$ cat src/rtl/btt_pkg.sv
// Shared types and defaults for the branch target table: label/PC widths,
// their typedefs, and the clear-sweep FSM state encoding.
package btt_pkg;

    localparam int BTT_LABEL_W = 8;
    localparam int BTT_PC_W    = 12;

    typedef logic [BTT_LABEL_W-1:0] label_t;
    typedef logic [BTT_PC_W-1:0]    pc_t;

    typedef enum logic {
        IDLE  = 1'b0,
        CLEAR = 1'b1
    } btt_state_e;

endpackage

$ cat src/rtl/branch_target_table_if.sv
// Loader/fetch-side bus of the branch target table. The master (loader and
// fetch unit) drives writes, lookups and clear requests; the slave answers.
interface branch_target_table_if
    import btt_pkg::*;
#(
    parameter int LABEL_W = BTT_LABEL_W,
    parameter int PC_W    = BTT_PC_W,
    parameter int BANK_W  = 1
) ();

    // Lookup handshake: rd_en is a one-cycle request with no back-pressure;
    // rd_valid pulses exactly one cycle later per accepted request, and
    // next_pc/hit keep their last value whenever rd_valid is low.
    logic               wr_en;
    logic [BANK_W-1:0]  wr_bank;
    logic [LABEL_W-1:0] wr_label;
    logic [PC_W-1:0]    wr_target;
    logic               rd_en;
    logic [BANK_W-1:0]  rd_bank;
    logic [LABEL_W-1:0] rd_label;
    logic               rd_valid;
    logic [PC_W-1:0]    next_pc;
    logic               hit;
    logic               clr_req;
    logic [BANK_W-1:0]  clr_bank;
    logic               busy;
    btt_state_e         dbg_state;

    modport master (
        output wr_en, wr_bank, wr_label, wr_target,
        output rd_en, rd_bank, rd_label,
        output clr_req, clr_bank,
        input  rd_valid, next_pc, hit, busy, dbg_state
    );

    modport slave (
        input  wr_en, wr_bank, wr_label, wr_target,
        input  rd_en, rd_bank, rd_label,
        input  clr_req, clr_bank,
        output rd_valid, next_pc, hit, busy, dbg_state
    );

endinterface

$ cat src/rtl/btt_bank.sv
// One bank of the branch target table: DEPTH x PC_W targets plus a valid
// vector, with write, single-index clear and combinational read.
module btt_bank #(
    parameter int DEPTH = 64,
    parameter int PC_W  = 12,
    parameter int IDX_W = $clog2(DEPTH)
) (
    input  logic             clk,
    input  logic             reset,
    input  logic             i_wr_en,
    input  logic [IDX_W-1:0] i_wr_idx,
    input  logic [PC_W-1:0]  i_wr_target,
    input  logic             i_clr_en,
    input  logic [IDX_W-1:0] i_clr_idx,
    input  logic [IDX_W-1:0] i_rd_idx,
    output logic             o_rd_hit,
    output logic [PC_W-1:0]  o_rd_target
);

    logic [PC_W-1:0]  r_target [DEPTH];
    logic [DEPTH-1:0] r_valid;

    // Targets carry no reset so the array can map onto RAM; validity alone
    // decides whether a stored target is visible.
    always_ff @(posedge clk) begin
        if (i_wr_en) begin
            r_target[i_wr_idx] <= i_wr_target;
        end
    end

    always_ff @(posedge clk or posedge reset) begin
        if (reset) begin
            r_valid <= '0;
        end else begin
            if (i_wr_en) begin
                r_valid[i_wr_idx] <= 1'b1;
            end
            if (i_clr_en) begin
                r_valid[i_clr_idx] <= 1'b0;
            end
        end
    end

    assign o_rd_hit    = r_valid[i_rd_idx];
    assign o_rd_target = r_target[i_rd_idx];

endmodule

$ cat src/rtl/branch_target_table.sv
// Banked, writable label -> next-PC table with registered lookup, write-first
// bypass and a one-entry-per-cycle clear sweep of a selected bank.
module branch_target_table
    import btt_pkg::*;
#(
    parameter  int LABEL_W = BTT_LABEL_W,
    parameter  int PC_W    = BTT_PC_W,
    parameter  int DEPTH   = 64,
    parameter  int BANKS   = 2,
    localparam int BANK_W  = (BANKS > 1) ? $clog2(BANKS) : 1,
    localparam int IDX_W   = $clog2(DEPTH)
) (
    input  logic                 clk,
    input  logic                 reset,
    branch_target_table_if.slave bus
);

    btt_state_e       r_state, w_state_nxt;
    logic [IDX_W-1:0] r_idx, w_idx_nxt;
    logic [BANK_W-1:0] r_clr_bank, w_clr_bank_nxt;

    logic             w_wr_ok;
    logic             w_rd_in_range;
    logic             w_rd_blocked;
    logic             w_bypass;
    logic             w_hit;
    logic [PC_W-1:0]  w_pc;
    logic [BANKS-1:0] w_bank_hit;
    logic [PC_W-1:0]  w_bank_target [BANKS];

    logic             r_rd_valid;
    logic             r_hit;
    logic [PC_W-1:0]  r_next_pc;

    assign w_wr_ok = (r_state == IDLE) && bus.wr_en &&
                     (32'(bus.wr_label) < DEPTH) && (32'(bus.wr_bank) < BANKS);

    always_ff @(posedge clk or posedge reset) begin
        if (reset) begin
            r_state    <= IDLE;
            r_idx      <= '0;
            r_clr_bank <= '0;
        end else begin
            r_state    <= w_state_nxt;
            r_idx      <= w_idx_nxt;
            r_clr_bank <= w_clr_bank_nxt;
        end
    end

    always_comb begin
        w_state_nxt    = r_state;
        w_idx_nxt      = r_idx;
        w_clr_bank_nxt = r_clr_bank;
        case (r_state)
            IDLE: begin
                if (bus.clr_req && (32'(bus.clr_bank) < BANKS)) begin
                    w_state_nxt    = CLEAR;
                    w_idx_nxt      = '0;
                    w_clr_bank_nxt = bus.clr_bank;
                end
            end
            CLEAR: begin
                if (r_idx == IDX_W'(DEPTH - 1)) begin
                    w_state_nxt = IDLE;
                    w_idx_nxt   = '0;
                end else begin
                    w_idx_nxt = r_idx + IDX_W'(1);
                end
            end
            default: w_state_nxt = IDLE;
        endcase
    end

    for (genvar b = 0; b < BANKS; b++) begin : g_bank
        btt_bank #(
            .DEPTH (DEPTH),
            .PC_W  (PC_W),
            .IDX_W (IDX_W)
        ) u_bank (
            .clk         (clk),
            .reset       (reset),
            .i_wr_en     (w_wr_ok && (bus.wr_bank == BANK_W'(b))),
            .i_wr_idx    (bus.wr_label[IDX_W-1:0]),
            .i_wr_target (bus.wr_target),
            .i_clr_en    ((r_state == CLEAR) && (r_clr_bank == BANK_W'(b))),
            .i_clr_idx   (r_idx),
            .i_rd_idx    (bus.rd_label[IDX_W-1:0]),
            .o_rd_hit    (w_bank_hit[b]),
            .o_rd_target (w_bank_target[b])
        );
    end

    // A bank under sweep reads as empty from the first sweep cycle, so
    // half-cleared contents are never observable.
    always_comb begin
        w_rd_in_range = (32'(bus.rd_label) < DEPTH) && (32'(bus.rd_bank) < BANKS);
        w_rd_blocked  = (r_state == CLEAR) && (bus.rd_bank == r_clr_bank);
        w_bypass      = w_wr_ok && (bus.wr_bank == bus.rd_bank) &&
                        (bus.wr_label == bus.rd_label);
        w_hit         = 1'b0;
        w_pc          = '0;
        if (w_rd_in_range && !w_rd_blocked) begin
            if (w_bypass) begin
                w_hit = 1'b1;
                w_pc  = bus.wr_target;
            end else if (w_bank_hit[bus.rd_bank]) begin
                w_hit = 1'b1;
                w_pc  = w_bank_target[bus.rd_bank];
            end
        end
    end

    always_ff @(posedge clk or posedge reset) begin
        if (reset) begin
            r_rd_valid <= 1'b0;
            r_hit      <= 1'b0;
            r_next_pc  <= '0;
        end else begin
            r_rd_valid <= bus.rd_en;
            if (bus.rd_en) begin
                r_hit     <= w_hit;
                r_next_pc <= w_pc;
            end
        end
    end

    assign bus.rd_valid  = r_rd_valid;
    assign bus.hit       = r_hit;
    assign bus.next_pc   = r_next_pc;
    assign bus.busy      = (r_state == CLEAR);
    assign bus.dbg_state = r_state;

endmodule
$ cat src/flat_wrapper.sv
// flat-port wrapper written by rule: the top's interface ports become plain ports
module branch_target_table_flat import btt_pkg::*;
#(
    parameter  int LABEL_W = BTT_LABEL_W,
    parameter  int PC_W    = BTT_PC_W,
    parameter  int DEPTH   = 64,
    parameter  int BANKS   = 2,
    localparam int BANK_W  = (BANKS > 1) ? $clog2(BANKS) : 1,
    localparam int IDX_W   = $clog2(DEPTH)
)
  (clk, reset, bus_wr_en, bus_wr_bank, bus_wr_label, bus_wr_target, bus_rd_en, bus_rd_bank, bus_rd_label, bus_clr_req, bus_clr_bank, bus_rd_valid, bus_next_pc, bus_hit, bus_busy, bus_dbg_state);
  branch_target_table_if #(.LABEL_W(LABEL_W), .PC_W(PC_W)) bus_i ();
  input  logic clk;
  input  logic reset;
  input wire logic [$bits(bus_i.wr_en)-1:0] bus_wr_en;
  input wire logic [$bits(bus_i.wr_bank)-1:0] bus_wr_bank;
  input wire logic [$bits(bus_i.wr_label)-1:0] bus_wr_label;
  input wire logic [$bits(bus_i.wr_target)-1:0] bus_wr_target;
  input wire logic [$bits(bus_i.rd_en)-1:0] bus_rd_en;
  input wire logic [$bits(bus_i.rd_bank)-1:0] bus_rd_bank;
  input wire logic [$bits(bus_i.rd_label)-1:0] bus_rd_label;
  input wire logic [$bits(bus_i.clr_req)-1:0] bus_clr_req;
  input wire logic [$bits(bus_i.clr_bank)-1:0] bus_clr_bank;
  output wire logic [$bits(bus_i.rd_valid)-1:0] bus_rd_valid;
  output wire logic [$bits(bus_i.next_pc)-1:0] bus_next_pc;
  output wire logic [$bits(bus_i.hit)-1:0] bus_hit;
  output wire logic [$bits(bus_i.busy)-1:0] bus_busy;
  output wire logic [$bits(bus_i.dbg_state)-1:0] bus_dbg_state;
  assign bus_i.wr_en = bus_wr_en;
  assign bus_i.wr_bank = bus_wr_bank;
  assign bus_i.wr_label = bus_wr_label;
  assign bus_i.wr_target = bus_wr_target;
  assign bus_i.rd_en = bus_rd_en;
  assign bus_i.rd_bank = bus_rd_bank;
  assign bus_i.rd_label = bus_rd_label;
  assign bus_i.clr_req = bus_clr_req;
  assign bus_i.clr_bank = bus_clr_bank;
  assign bus_rd_valid = bus_i.rd_valid;
  assign bus_next_pc = bus_i.next_pc;
  assign bus_hit = bus_i.hit;
  assign bus_busy = bus_i.busy;
  assign bus_dbg_state = bus_i.dbg_state;
  branch_target_table #(.LABEL_W(LABEL_W), .PC_W(PC_W), .DEPTH(DEPTH), .BANKS(BANKS)) u_core (.clk(clk), .reset(reset), .bus(bus_i));
endmodule
$ cat config.mk
export PLATFORM = sky130hd
export DESIGN_NAME = branch_target_table_flat
export DESIGN_NICKNAME = d
export VERILOG_FILES = /design/src/rtl/btt_pkg.sv /design/src/rtl/branch_target_table_if.sv /design/src/rtl/btt_bank.sv /design/src/rtl/branch_target_table.sv /design/src/flat_wrapper.sv
export SDC_FILE = /design/constraint.sdc
export NUM_CORES = 2
export LEC_CHECK = 0
export CELL_PAD_IN_SITES_DETAIL_PLACEMENT = 1
export CELL_PAD_IN_SITES_GLOBAL_PLACEMENT = 1
export CORE_MARGIN = 4
export CORE_UTILIZATION = 49
export DETAILED_ROUTE_END_ITERATION = 16
export GPL_TIMING_DRIVEN = 0
export HOLD_SLACK_MARGIN = 0.15
export MAX_ROUTING_LAYER = met4
export PLACE_DENSITY_LB_ADDON = 0.1
export SYNTH_ARGS = -nofsm -noshare
export SYNTH_HDL_FRONTEND = slang
export SYNTH_SLANG_ARGS = --single-unit
$ cat constraint.sdc
create_clock -name clk -period 5.7 [get_ports clk]
set_input_delay 1.14 -clock clk [delete_from_list [all_inputs] [get_ports clk]]
set_output_delay 1.14 -clock clk [all_outputs]
set_load 0.005 [all_outputs]
==> parameters.txt <==
Parameter                              Value

Synth
  Count of different cell masters after synthesis ... 54
  Post-synthesis instance area ... 65900 µm²
  Number of enable flip-flop cells after synthesis ... 1536
  Dominant cells by area after synthesis ... sky130_fd_sc_hd__edfxtp_1, sky130_fd_sc_hd__mux4_2, sky130_fd_sc_hd__dfrtp_1
  Syn nets ... 3299
  Simple-gate portion of the synthesized area ... 2.93%
  Synth Warn # ... 0
  Proportion of netlist area held by the largest area contributor ... 70.0%
  Synthesized netlist cell count ... 3262
  Largest area contributor in the synthesized netlist ... sky130_fd_sc_hd__edfxtp_1
  Most used flip-flop cell after synthesis ... sky130_fd_sc_hd__edfxtp_1
  Xor/xnor share of the synthesized area ... 0.133%
  Largest family of logic cells by synthesized area ... multiplexers
  Share of synthesized registers carrying an async set or reset ... 8.90%
  Share of synthesized area occupied by flip-flops and latches ... 75.7%
  Mux cell area share after synthesis ... 15.2%
  Share of synthesized cell area in full adder, half adder and majority cells ... 0.0190%
  Flops & latches, synth ... 1686
  Synth Area in Compound Gates ... 4.38%
  Synthesized area per cell ... 20.2 µm²

STA
  Number of hold violations in the final report ... 0
  Setup violations, final ... 2
  Share of the cycle needed by the critical path after routing ... 101%
  Final critical delay including setup and external delays ... 5740 ps
  Slew of the pin with the lowest slew margin ... 1410 ps
  Setup repair after global routing missed its margin ... false
  Final-report max-slew violation count ... 0
  Largest clock skew in the final design ... 26.9 ps
  Final Worst Setup Slack ... -39.0 ps
  Fmax ... 174 MHz
  Worst max-slew margin expressed relative to the limit ... 6.01%

Worst setup path
  List of cells traversed by the critical path ... clkdlybuf4s50_1 > clkdlybuf4s15_1 > buf_2 > nor2_1 > clkbuf_1 > buf_1 > a22oi_1 > a21oi_1 > o41ai_1 > o21ai_1
  CP arrival ... 6460 ps
  CP top delay family ... buffers and inverters
  Crit path required time ... 6420 ps
  Kind of critical path ... primary input to flip-flop
  Buf+Inv Stages, Crit Path ... 5
  Critical Path Max Stage Delay ... 1060 ps
  Slowest stage cell, crit path ... sky130_fd_sc_hd__nor2_1
  Critical path peak fanout ... 10
  Category of the worst setup path capture point ... flip-flop
  Worst setup SP type ... primary input

Cells and area
  Area of the multi-input gates ... 15200 µm²
  FF+latch area ... 49900 µm²
  Fraction of layout cells with a size suffix above 1 ... 23.9%
  Layout Area Growth over Synthesis ... 14.5%
  Final-layout fill cell count ... 11600
  Net count reported at finish ... 3580
  Leading cell type in the layout, fill and taps excluded ... sky130_fd_sc_hd__edfxtp_1
  Commonest cells after routing, fill and taps aside ... sky130_fd_sc_hd__edfxtp_1, sky130_fd_sc_hd__mux4_2, sky130_fd_sc_hd__a21oi_1, sky130_fd_sc_hd__clkbuf_16, sky130_fd_sc_hd__nor2_1
  Non-filler instance count after layout ... 5468

Global route
  Number of global-route vias before repair ... 36600
  Global route overflow ... 0
  Number of antenna violations at the first check in global routing ... 14
  Global-route wire length before repair ... 284 mm
  All-Layer GR Usage ... 29.7%
  Pin count of the biggest net entering global routing ... 81

Die
  Horiz. Die Dim ... 375 µm
  Die Height ... 375 µm
  Top-level I/O count ... 52
  # rows ... 134
  Initial core utilization ... 49.4%
  DIE AREA ... 140000 µm²
  Total core area ... 133000 µm²

Clock network
  Cts bufs inserted ... 172
  Worst-path clk slew ... 60 ps
  Clock Sinks ... 1686
  Clock tree root buffer cell ... sky130_fd_sc_hd__clkbuf_16
  Worst-skew pair later-pin latency ... 810 ps
  Deepest clock path buffer count ... 3
  Total number of H-tree levels ... 4
  TritonCTS clock tree ... built

Outcome
  Result of the run ... finished with violations
  Failing checks ... setup timing

Placement
  Detail Placement HPWL ... 136 mm
  Placer's final routability congestion estimate ... 0.898
  Port-buffer cells ... 43
  Number of instances in the placed design ... 5133

Power and ir drop
  Power per cell area ... 354 nW/µm²
  Pint ... 20.6 mW
  Net switching share of the total power ... 23.1%
  Relative contribution of sequential cells to total power ... 50.8%
  Leakage power ... 24.5 nW
  Overall power after layout ... 26.7 mW
  Power share of the clock group ... 42.2%
  Combinational power share ... 7.0%
  Reported net switching power ... 6.16 mW
  Worst vdd ir ... 0.262 mV

Detailed routing
  Count of unresolved DRC violations after routing ... 0
  Via count ... 35100
  Remaining antenna violation count ... 0
  Per-cell routed wire length ... 36.8 µm
  Via-per-instance ratio ... 6.42
  DRC marker count from the first detailed-route iteration ... 4175
  Sum of routed wire length over all layers ... 201 mm
  First drt pass iteration count ... 5

Job
  Maximum capacitance violations ... 0

Hold path
  Min-delay worst type ... flip-flop to flip-flop
-- repair_timing --
action / 4_1_cts / 5_1_grt
hold endpoints to repair: 0 / 0
hold buffers: 0 / 0
setup buffers: 0 / 0
setup endpoints to repair: 2 / 3
gates resized for setup: 0 / 7
-- worst reg2reg max path, cell delays in order, from the launching register on --
cell	delay, ps
sky130_fd_sc_hd__dfrtp_1	390
sky130_fd_sc_hd__clkbuf_1	300
sky130_fd_sc_hd__or4b_2	930
sky130_fd_sc_hd__nor3b_1	500
sky130_fd_sc_hd__nand3_1	740
sky130_fd_sc_hd__nor2_1	1280
-- synth_stat cells, types with 6 or more instances --
library cell and instances:
sky130_fd_sc_hd__nand3_1 25, sky130_fd_sc_hd__nand2b_1 28, sky130_fd_sc_hd__dfrtp_1 150, sky130_fd_sc_hd__o22a_1 14
sky130_fd_sc_hd__edfxtp_1 1536, sky130_fd_sc_hd__clkbuf_1 102, sky130_fd_sc_hd__buf_6 12, sky130_fd_sc_hd__buf_1 14
sky130_fd_sc_hd__nor2_1 253, sky130_fd_sc_hd__a2bb2oi_1 6, sky130_fd_sc_hd__a221oi_1 13, sky130_fd_sc_hd__mux2i_1 84
sky130_fd_sc_hd__a211oi_1 32, sky130_fd_sc_hd__nor2b_1 33, sky130_fd_sc_hd__o221ai_1 18, sky130_fd_sc_hd__o21ai_0 11
sky130_fd_sc_hd__o41ai_1 13, sky130_fd_sc_hd__xor2_1 7, sky130_fd_sc_hd__nor3_1 10, sky130_fd_sc_hd__o21ai_1 23
sky130_fd_sc_hd__o22ai_1 33, sky130_fd_sc_hd__mux4_2 368, sky130_fd_sc_hd__buf_12 8, sky130_fd_sc_hd__a2111oi_0 6
sky130_fd_sc_hd__nand2_1 62, sky130_fd_sc_hd__mux4_1 31, sky130_fd_sc_hd__buf_4 27, sky130_fd_sc_hd__o211ai_1 12
sky130_fd_sc_hd__buf_2 25, sky130_fd_sc_hd__and2_1 6, sky130_fd_sc_hd__a22oi_1 72, sky130_fd_sc_hd__a21oi_1 177
-- flip-flops by register name (all words and copies together) (netlist names) --
signal and flops:
u_core.r_clr_bank 1, u_core.bus.hit 1, u_core.bus.busy 1, u_core.g_bank.u_bank.r_target 1536, u_core.r_idx 6, u_core.bus.rd_valid 1, u_core.bus.next_pc 12, u_core.g_bank.u_bank.r_valid 128
-- layer usage --
layer / GRT usage (%) / share of wire [%] / vias up
met4: 8.65 / 3.0 / 0
li1: - / - / 14100
met5: - / 0 / -
met3: 6.62 / 8.7 / 312
met1: 41.0 / 41 / 19100
met2: 45.2 / 48 / 1610
-- cells by family (layout without fill, tap and decap cells) --
logic type                 Yosys count  in the layout
AOI/OAI and AO/OA                  444            444
xor gates and xnor gates            10             10
adders and majority gates            1              1
buffers and inverters              195            621
DFF                               1686           1686
muxes                              488            488
other                                0             12
and+or+nand+nor                    438            438
-- cell type report --
class / instances / area share, %
flip-flops and latches: 1686 / 66.1
multi-input cells: 1381 / 20.1
clock buffers: 226 / 6.14
well taps: 1768 / 2.93
repair buffers: 108 / 1.89
plain buffers: 189 / 1.44
clock inverters: 93 / 1.28
diodes: 12 / 0.0398
inverters: 5 / 0.0315
-- power by group through the flow --
stage | sequential, mW | clock (mW) | combinational, mW
floorplan | 13.8 | 0 | 0.904
global placement | 13.9 | 0 | 1.70
detailed placement | 13.8 | 0 | 1.83
CTS | 13.6 | 11.4 | 1.83
global route | 13.6 | 12.0 | 1.94
finish | 13.6 | 11.3 | 1.86
-- final timing paths --
path | startpoint | to | slack [ps] | cells past startpoint
hold reg to reg | u_core.g_bank[0].u_bank.r_valid[54] | u_core.g_bank[0].u_bank.r_valid[54] | 500 | 1
min in group asynchronous | reset | u_core.g_bank[0].u_bank.r_valid[11] | 980 | 2
hold / removal | u_core.g_bank[0].u_bank.r_valid[54] | u_core.g_bank[0].u_bank.r_valid[54] | 500 | 1
setup / recovery | bus_rd_label[3] | u_core.bus.next_pc[0] | -40 | 10
setup reg to reg | u_core.bus.busy | u_core.g_bank[0].u_bank.r_target[23][9] | 1160 | 5
max in group asynchronous | reset | u_core.g_bank[1].u_bank.r_valid[42] | 3830 | 3
-- through the flow --
step	util [%]	TNS (ps)	setup WS [ps]	hold slack, ps	cell area, µm²
6_report	56.5	-41.3	-39.0	503	75500
5_1_grt	56.5	0	7.34	520	75500
4_1_cts	56.4	0	69.8	502	75300
3_5_place_dp	52.2	-8070	-1030	488	69700
3_3_place_gp	51.3	-910270	-1710	470	68500
2_1_floorplan	-	0	524	452	65900
(Power assumes the default switching activity.)
